## config.mk

```make
export PLATFORM = sky130hd
export DESIGN_NAME = tetris_move_arbiter
export DESIGN_NICKNAME = d
export VERILOG_FILES = /design/src/rtl/tetris_move_arbiter.sv
export SDC_FILE = /design/constraint.sdc
export NUM_CORES = 1
export LEC_CHECK = 0
export CAP_MARGIN = 15
export CORE_ASPECT_RATIO = 1.1
export CORE_MARGIN = 2
export CORE_UTILIZATION = 35
export CTS_CLUSTER_DIAMETER = 100
export DETAILED_ROUTE_END_ITERATION = 8
export PLACE_DENSITY = 0.54
export SKIP_LAST_GASP = 1
export SLEW_MARGIN = 15
export SYNTH_ARGS = -nofsm -noshare
export SYNTH_HDL_FRONTEND = slang
export SYNTH_SLANG_ARGS = --single-unit
```

## constraint.sdc

```tcl
create_clock -name gm_clk -period 2.35 [get_ports gm_clk]
set_clock_uncertainty 0.2 [all_clocks]
set_input_delay 0.47 -clock gm_clk [delete_from_list [all_inputs] [get_ports gm_clk]]
set_output_delay 0.47 -clock gm_clk [all_outputs]
set_load 0.05 [all_outputs]
```

## src/rtl/tetris_move_arbiter.sv

```systemverilog
// rtl/tetris_move_arbiter.sv - button levels to one move-command stream with DAS/ARR repeat and fixed priority
// ARB_STATS_EN adds a saturating grant_cnt of accepted commands.
module tetris_move_arbiter #(
  parameter int DAS_DELAY   = 16,
  parameter int ARR_PERIOD  = 4,
  parameter int DROP_PERIOD = 2,
  parameter int CNT_W       = 5
) (
  input  logic        gm_clk,
  input  logic        gm_rst_n,
  input  logic        tick,
  input  logic        btn_down,
  input  logic        btn_left,
  input  logic        btn_right,
  input  logic        btn_rott,
  input  logic        cmd_ready,
  output logic        cmd_valid,
  output logic [1:0]  cmd_code,
  output logic [15:0] grant_cnt
);

  typedef enum logic [1:0] {
    ST_IDLE   = 2'd0,
    ST_DELAY  = 2'd1,
    ST_REPEAT = 2'd2
  } rep_state_e;

  typedef struct packed {
    rep_state_e       st;
    logic [CNT_W-1:0] cnt;
    logic             pend;
    logic             from_rep;
  } rep_t;

  localparam logic [CNT_W-1:0] DAS_LD  = CNT_W'(DAS_DELAY);
  localparam logic [CNT_W-1:0] ARR_LD  = CNT_W'(ARR_PERIOD);
  localparam logic [CNT_W-1:0] DROP_LD = CNT_W'(DROP_PERIOD);

  logic [3:0] btn_q;
  logic [3:0] btn_now;
  logic [3:0] rise;
  rep_t       down_q, left_q, right_q;
  rep_t       down_n, left_n, right_n;
  logic       rott_q, rott_n;
  logic       valid_n;
  logic [1:0] code_n;

  // from_rep marks a pending bit created by auto-repeat, which a release may discard;
  // a pending first press stays sticky so short taps are never lost.
  function automatic rep_t rep_step(
    input rep_t             cur,
    input logic             lvl,
    input logic             rise_i,
    input logic             kill,
    input logic             tk,
    input logic [CNT_W-1:0] first_ld,
    input logic [CNT_W-1:0] rpt_ld,
    input rep_state_e       first_st
  );
    rep_t nxt;
    nxt = cur;
    if (kill) begin
      nxt = '0;
    end else if (!lvl) begin
      nxt.st  = ST_IDLE;
      nxt.cnt = '0;
      if (cur.from_rep) begin
        nxt.pend     = 1'b0;
        nxt.from_rep = 1'b0;
      end
    end else if (rise_i) begin
      nxt.st       = first_st;
      nxt.cnt      = first_ld;
      nxt.pend     = 1'b1;
      nxt.from_rep = 1'b0;
    end else if (tk && cur.st != ST_IDLE) begin
      if (cur.cnt <= CNT_W'(1)) begin
        nxt.st       = ST_REPEAT;
        nxt.cnt      = rpt_ld;
        nxt.from_rep = cur.from_rep | ~cur.pend;
        nxt.pend     = 1'b1;
      end else begin
        nxt.cnt = cur.cnt - 1'b1;
      end
    end
    return nxt;
  endfunction

  always_comb begin
    btn_now = {btn_rott, btn_right, btn_left, btn_down};
    rise    = btn_now & ~btn_q;
    // Newest of left/right owns the repeat; a simultaneous press goes to left.
    down_n  = rep_step(down_q, btn_down, rise[0], 1'b0, tick, DROP_LD, DROP_LD, ST_REPEAT);
    left_n  = rep_step(left_q, btn_left, rise[1], rise[2] & ~rise[1], tick, DAS_LD, ARR_LD, ST_DELAY);
    right_n = rep_step(right_q, btn_right, rise[2], rise[1], tick, DAS_LD, ARR_LD, ST_DELAY);
    rott_n  = rott_q | rise[3];
    valid_n = cmd_valid & ~cmd_ready;
    code_n  = cmd_code;
    if (!cmd_valid) begin
      if (rott_n) begin
        valid_n = 1'b1;
        code_n  = 2'd3;
        rott_n  = 1'b0;
      end else if (left_n.pend) begin
        valid_n         = 1'b1;
        code_n          = 2'd1;
        left_n.pend     = 1'b0;
        left_n.from_rep = 1'b0;
      end else if (right_n.pend) begin
        valid_n          = 1'b1;
        code_n           = 2'd2;
        right_n.pend     = 1'b0;
        right_n.from_rep = 1'b0;
      end else if (down_n.pend) begin
        valid_n         = 1'b1;
        code_n          = 2'd0;
        down_n.pend     = 1'b0;
        down_n.from_rep = 1'b0;
      end
    end
  end

  always_ff @(posedge gm_clk or negedge gm_rst_n) begin
    if (!gm_rst_n) begin
      btn_q     <= '0;
      down_q    <= '0;
      left_q    <= '0;
      right_q   <= '0;
      rott_q    <= 1'b0;
      cmd_valid <= 1'b0;
      cmd_code  <= 2'd0;
    end else begin
      btn_q     <= btn_now;
      down_q    <= down_n;
      left_q    <= left_n;
      right_q   <= right_n;
      rott_q    <= rott_n;
      cmd_valid <= valid_n;
      cmd_code  <= code_n;
    end
  end

`ifdef ARB_STATS_EN
  logic [15:0] grant_q;

  always_ff @(posedge gm_clk or negedge gm_rst_n) begin
    if (!gm_rst_n) begin
      grant_q <= '0;
    end else if (cmd_valid && cmd_ready && grant_q != 16'hFFFF) begin
      grant_q <= grant_q + 16'd1;
    end
  end

  assign grant_cnt = grant_q;
`else
  assign grant_cnt = 16'h0000;
`endif

endmodule

```

==> results of run 1 <==
==> synthesized netlist by cell type, drive strengths merged <==
master  instances
and3b           1
a21oi          19
a22oi           1
o31ai           2
nor3b           2
mux2i           4
and3            2
nor4            2
a211o           1
nand3           6
nand2b          6
conb            1
or2             2
o21a            5
a21boi          3
o211ai          2
ha              6
o21ai          13
o2111a          1
nor2           21
dfrtp          34
inv            13
nor2b           6
a311oi          1
nand2          10
a31oi           1
nor3           10
o22ai           2
buf            16
a22o            1
and2            1
or3             2
o21ba           1
and4            1
==> metrics by stage <==
step           instances  setup slack [ns]
2_1_floorplan        214             0.495
3_3_place_gp         282            0.0493
3_5_place_dp         282            0.0302
4_1_cts              290             0.159
5_1_grt              290             0.139
6_report             290             0.180
==> routing by layer <==
layer | track usage (%) | up-vias
li1 | - | 725
met1 | 17.8 | 673
met2 | 21.2 | 29
met3 | 3.51 | 6
met4 | 6.55 | 0
met5 | 0 | -
==> power breakdown <==
group	total (mW)	internal [mW]	switching, mW
clock	0.525	0.317	0.207
sequential	0.659	0.626	0.0329
combinational	0.347	0.129	0.218
==> layout by cell type, fill, tap and decap left out, types with 3 or more instances in the layout <==
cell,synthesis,routed
inv_1,13,13
dfrtp_1,34,34
a21boi_0,3,3
clkdlybuf4s50_1,0,10
nor2_1,21,21
mux2i_1,4,4
a21oi_1,17,17
nor3_1,9,9
nor2b_1,6,6
nand2_1,10,10
buf_4,16,16
nand2b_1,6,6
nand3_1,6,6
clkbuf_8,0,5
o21a_1,4,4
ha_1,6,6
conb_1,1,16
o21ai_0,10,10
==> layout make-up <==
cell class,count,area (sq um)
flip-flops and latches,34,851
multi-input cells,151,896
well taps,58,72.6
repair buffers,26,220
clock buffers,7,76.3
clock inverters,1,30.0
fillers,503,2870
inverters,13,48.8
==> kinds of logic after synthesis <==
logic type | after synthesis
other | 1
buffers and inverters | 29
muxes | 4
DFF | 34
AOI/OAI and AO/OA | 53
adders and majority gates | 6
and+or+nand+nor | 72
==> registers in the layout, indices dropped and copies added (netlist names) <==
name and flops:
cmd_code 2, cmd_valid 1, left_q 9, rott_q 1, down_q 8, right_q 9, btn_q 4
==> path summary, 6_finish.rpt <==
check                             from           to  slack, ns  cells past startpoint
max in group asynchronous     gm_rst_n   right_q[2]       1.25                      2
max                        cmd_code[0]  cmd_code[0]       0.18                      1
min in group asynchronous     gm_rst_n  cmd_code[0]       0.39                      2
min reg2reg                  down_q[6]    down_q[6]       0.29                      1
max reg2reg                 right_q[2]    cmd_valid       0.43                      7
min                          down_q[6]    down_q[6]       0.29                      1
==> impl_results.md, run 1 <==
- CP required: 1.68 ns
- Share of the synthesized area in the top cell type: ~46%
- Root Buffer Master: clkbuf_8
- Routed wl met3: 136 um
- Core area: ~5100 sq um
- CP Launch Type: flip-flop
- DR WL met2: 1630 um
- GRT overflow: 0
- Final Max Slew Viols: 0
- Worst Hold Class: reg -> reg
- Layout area overhead: 18.0%
- Finish-stage setup viols: 0
- Total Wirelength: 3520 um
- Pwr/cell area: between 600 and 700 nW/um^2
- Worst skew pair latency: 0.28 ns
- Largest net degree at the start of global routing: 35
- Detailed Routing Iterations Pass 1: 5
- CP top delay family: buffers and inverters
- Max_slew headroom: 66.2%
- Worst Tran Pin Value: between 0.5 and 0.6 ns
- Final core occ: 43.3%
- Port Buffers: 10
- First-pass GRT wire length: 6200 um
- Initial antenna violation count: 0
- Final nets: 245
- CP endpoint kind: output port
- VDD IR max: between 0.3 and 0.4 mV
- Min Hold Slack: 0.291 ns
- CP Class: reg -> out
- TritonCTS clock tree: yes
- Part of the cycle the worst path needs: 92.3%
- Layout cells sized above 1: 13.8%
- Final Hold Fails: 0
- Crit-path max FO: 3
- Die H: 80.4 um
- Vias in the first global route: around 1.3k
- Largest family of logic cells by synthesized area: simple AND/OR/NAND/NOR gates
- Vias: between 1k and 1.5k
- Synth warnings: 0
- Clk slew on worst S/H paths: 0.07 ns
- RSZ-0062 raised after global routing: no
- Post-layout minimum cycle time: 2.17 ns
- H-tree depth: 2
- Clk sink count: 34
- CP Cell Sequence: clkdlybuf4s50_1
- Post_cts resized: 0
- Highest routed metal layer: met4
- Post-layout total power: between 1.5 and 2 mW
- Xor and xnor area share after synthesis: 0%
- Via density per instance: approximately 4.9
- FP Rows: 27
- Setup_tns: 0 ns
- Max cap viols: 0
- Fin area: 2190 sq um
- Num CTS Buffers: 5
- Die X: 73.5 um
- Yosys reg bits: 34
- Hold buffers post-CTS: 0
- Post-DP Area: roughly 2100 sq um
- Die ar.: between 5000 and 6000 sq um
- Post-Syn Area per Cell: 9.34 sq um
- Simple-Gate Fraction of Synth Area: 19.9%
- Critical path buffer and inverter count: 1
- F_max: 0.461 GHz
- RD Place Congestion: 0.805
- Leakage: 0.985 nW
- IO Pins: 27
- DRC Markers: 0
- Post-Synth Adder-Cell Area: 4.04%
- Setup Fix Bufs, Post-CTS: 0
- Post-DP HPWL: 2660 um
- GRT Overall Usage: 13.8%
- Synth Area in Compound Gates: 18.8%
- Mux contribution to synthesized area: 2.15%
- CP max-delay cell: clkdlybuf4s50_1
- CTS Buffer Depth: 2
- Antenna viol nets, final: 0
- Initial Utilization: 36.7%
- Cell accounting for the most synthesized area: dfrtp_1
- Status: complete, no violations
- Arrival time at the worst endpoint: 1.50 ns
- Worst stage delay on the critical path: 0.82 ns
- ANT cells: 0
- Count of different cell masters after synthesis: between 40 and 50
- Synth Cell Area: ~1900 sq um
- Post-synthesis sequential area ratio: between 40% and 50%
- Wire length on met1: 1680 um
- WL/cell: 12.1 um
- Synth area leaders: dfrtp_1 (46%), buf_4 (6.5%), a21oi_1 (4.6%)
- Cells after Synth: slightly below 200
- First DRT Iteration DRCs: 67
Power figures use the tool's default switching activity.
==> run 2: changes to the inputs <==
Clock period 2.35 ns to 2.05 ns, I/O delays scaled along.
==> run 2 against run 1 <==
  * Via count increased by 2.2%
  * Setup slack got worse by 0.031 ns
  * Sequential share of layout area decreased by 1.1 points
  * Count of clock-buffer cells in the layout unchanged
  * First-iteration DRC count decreased by 27%
  * Register-to-register slack got worse by 0.28 ns
  * Non-clock buffer count increased by 10
==> impl_results.md, run 2 (same netlist as run 1, synthesis figures left out) <==
- RD Place Congestion: 0.787 (was 0.805)
- Via density per instance: 4.88 (was 4.94)
- Layout area overhead: 21.5% (was 18.0%)
- Reg2Reg Depth: 7 (unchanged)
- IO Pins: 27 (unchanged)
- Post-layout minimum cycle time: 1.90 ns
- R2r setup slk: 0.15 ns (was 0.43 ns)
- Sequential Power Share: 45.3% (was 43.0%)
- Hold path endpoint: down_q[6] (unchanged)
- Root Buffer Master: clkbuf_8 (unchanged)
- Number of fill cells: 492 (was 503)
- Layout cells sized above 1: 19.8% (was 13.8%)
- Final nets: 255 (was 245)
- Setup_tns: 0 ns (unchanged)
- CTS Buffer Depth: 2 (unchanged)
- Vias in the first global route: 1432 (was 1349)
- Total Wirelength: 3580 um (was 3520 um)
- Hold buffers post-CTS: 0 (unchanged)
- VDD IR max: 0.459 mV (was 0.374 mV)
- Commonest non-fill, non-tap cell in the layout: dfrtp_1 (unchanged)
- Hold_sp: down_q[6] (unchanged)
- GRT overflow: 0 (unchanged)
- Die X: 73.5 um (unchanged)
- Cell Int Power: 1.14 mW (was 1.07 mW)
- CP required: 2.02 ns (was 1.68 ns)
- Largest net degree at the start of global routing: 35 (unchanged)
- Antenna viol nets, final: 0 (unchanged)
- RSZ-0062 raised after global routing: no (unchanged)
- Clk sink count: 34 (unchanged)
- End of the worst register-to-register path: cmd_code[0] (was cmd_valid)
- Status: complete, no violations (unchanged)
- Max cap viols: 0 (unchanged)
- Beginning of the worst register-to-register path: down_q[3] (was right_q[2])
- Die ar.: 5910 sq um (unchanged)
- Post-layout total power: 1.67 mW (was 1.53 mW)
- F_max: 0.526 GHz
- Hold path cells: 1 (unchanged)
- Largest regs: left_q: 9 flops, right_q: 9 flops, down_q: 8 flops (unchanged)
- CP Launch Type: flip-flop (unchanged)
- Worst Hold Class: reg -> reg (unchanged)
- CP Class: reg -> reg (was reg -> out)
- FP Rows: 27 (unchanged)
- WL/cell: 11.9 um (was 12.1 um)
- Initial Utilization: 36.7% (unchanged)
- Finish-stage setup viols: 0 (unchanged)
- TritonCTS clock tree: yes (unchanged)
- Post-DP HPWL: 2620 um (was 2660 um)
- Most frequent cells in the layout: dfrtp_1 (34), buf_4 (29), nor2_1 (21), a21oi_1 (17), conb_1 (16) (was dfrtp_1 (34), nor2_1 (21), a21oi_1 (17), conb_1 (16), buf_4 (16))
- First DRT Iteration DRCs: 49 (was 67)
- Clk slew on worst S/H paths: 0.07 ns (about the same)
- Crit-path max FO: 4 (was 3)
- Register area: 851 sq um (unchanged)
- Initial antenna violation count: 0 (unchanged)
- GRT Overall Usage: 13.9% (was 13.8%)
- Net Sw Frac: 31.8% (was 29.9%)
- Pwr/cell area: 740 nW/um^2 (was 697 nW/um^2)
- CP endpoint kind: flip-flop (was output port)
- Placed instance count: 290 (was 282)
- Num CTS Buffers: 5 (unchanged)
- Vias: 1464 (was 1433)
- Final Hold Fails: 0 (unchanged)
- Worst skew pair latency: 0.28 ns (about the same)
- Die H: 80.4 um (unchanged)
- Part of the cycle the worst path needs: 92.7%
- Combinational power share: 24.1% (was 22.7%)
- Port Buffers: 10 (unchanged)
- Area of the multi-input gates: 905 sq um (was 896 sq um)
- DRC Markers: 0 (unchanged)
- Detailed Routing Iterations Pass 1: 4 (was 5)
- ANT cells: 0 (unchanged)
- First-pass GRT wire length: 6410 um (was 6200 um)
- Fin cells: 300 (was 290)
- Clk pwr share: 30.6% (was 34.3%)
- Final Max Slew Viols: 0 (unchanged)
- Leakage: 1.04 nW (was 0.985 nW)
- Min Hold Slack: 0.279 ns (was 0.291 ns)
- Core area: 5070 sq um (unchanged)
- Switching Power: 531 uW (was 458 uW)
- H-tree depth: 2 (unchanged)
- Arrival time at the worst endpoint: 1.87 ns (was 1.50 ns)
-- run 2: cell types whose count changed in the layout (fill, tap and decap cells not counted), sizes merged --
cell	previous run	this run
buf	16	29
bufinv	1	0
clkdlybuf4s50	10	6
clkinv	0	1
dlymetal6s2s	0	1
-- run 2: worst max-delay path: stages (launching register included) --
cell,delay [ns]
dfrtp_1,0.41
inv_1,0.10
ha_1,0.14
o21ba_2,0.19
o31ai_4,0.25
a21oi_2,0.09
and3b_1,0.16
a211o_1,0.25
-- run 2: routing by layer --
layer  part of all wire, %  vias to the layer above  GRT usage (%)  wire [um]
li1                      -                      747              -          -
met2                    46                       26           20.9       1650
met1                    49                      684           19.2       1750
met5                     0                        -              0          0
met3                   3.6                        7           3.76        129
met4                   1.5                        0           4.91         55
-- run 2: power groups by stage --
stage	Combinational [mW]	Clock, mW	Sequential [mW]
final	0.403	0.512	0.757
after global routing	0.440	0.568	0.766
after CTS	0.405	0.537	0.758
after detailed placement	0.404	0	0.769
after global placement	0.403	0	0.770
after floorplan	0.237	0	0.812
-- run 2: timing repair --
action	4_1_cts	5_1_grt
setup buffers	0	2
endpoints found under the hold margin	0	0
resized for setup	0	3
setup endpoints to repair	0	7
-- run 2: cell type report --
cell class | instances | share of cell area, %
Clock buffer | 7 | 3.82
Tap cell | 58 | 3.21
Clock inverter | 1 | 0.222
Sequential cell | 34 | 37.7
Multi-Input combinational cell | 151 | 40.1
Inverter | 13 | 2.16
Timing Repair Buffer | 36 | 12.9
-- run 2: through the flow --
stage / cell area, sq um / util (%) / setup WS (ns)
2_1_floorplan: 1920 / - / 0.195
4_1_cts: 2230 / 44.0 / 0.0418
6_report: 2260 / 44.6 / 0.149
3_3_place_gp: 2140 / 42.2 / -0.227
5_1_grt: 2260 / 44.6 / 0.0285
3_5_place_dp: 2140 / 42.2 / -0.254
-- run 2: worst max-delay path by stage --
stage / startpoint / endpoint / slack, ns
floorplan: left_q[2] / cmd_valid / 0.19
global placement: tick / cmd_valid / -0.23
detailed placement: tick / cmd_code[0] / -0.25
CTS: tick / cmd_code[0] / 0.04
global route: right_q[3] / cmd_valid / 0.03
finish: down_q[3] / cmd_code[0] / 0.15
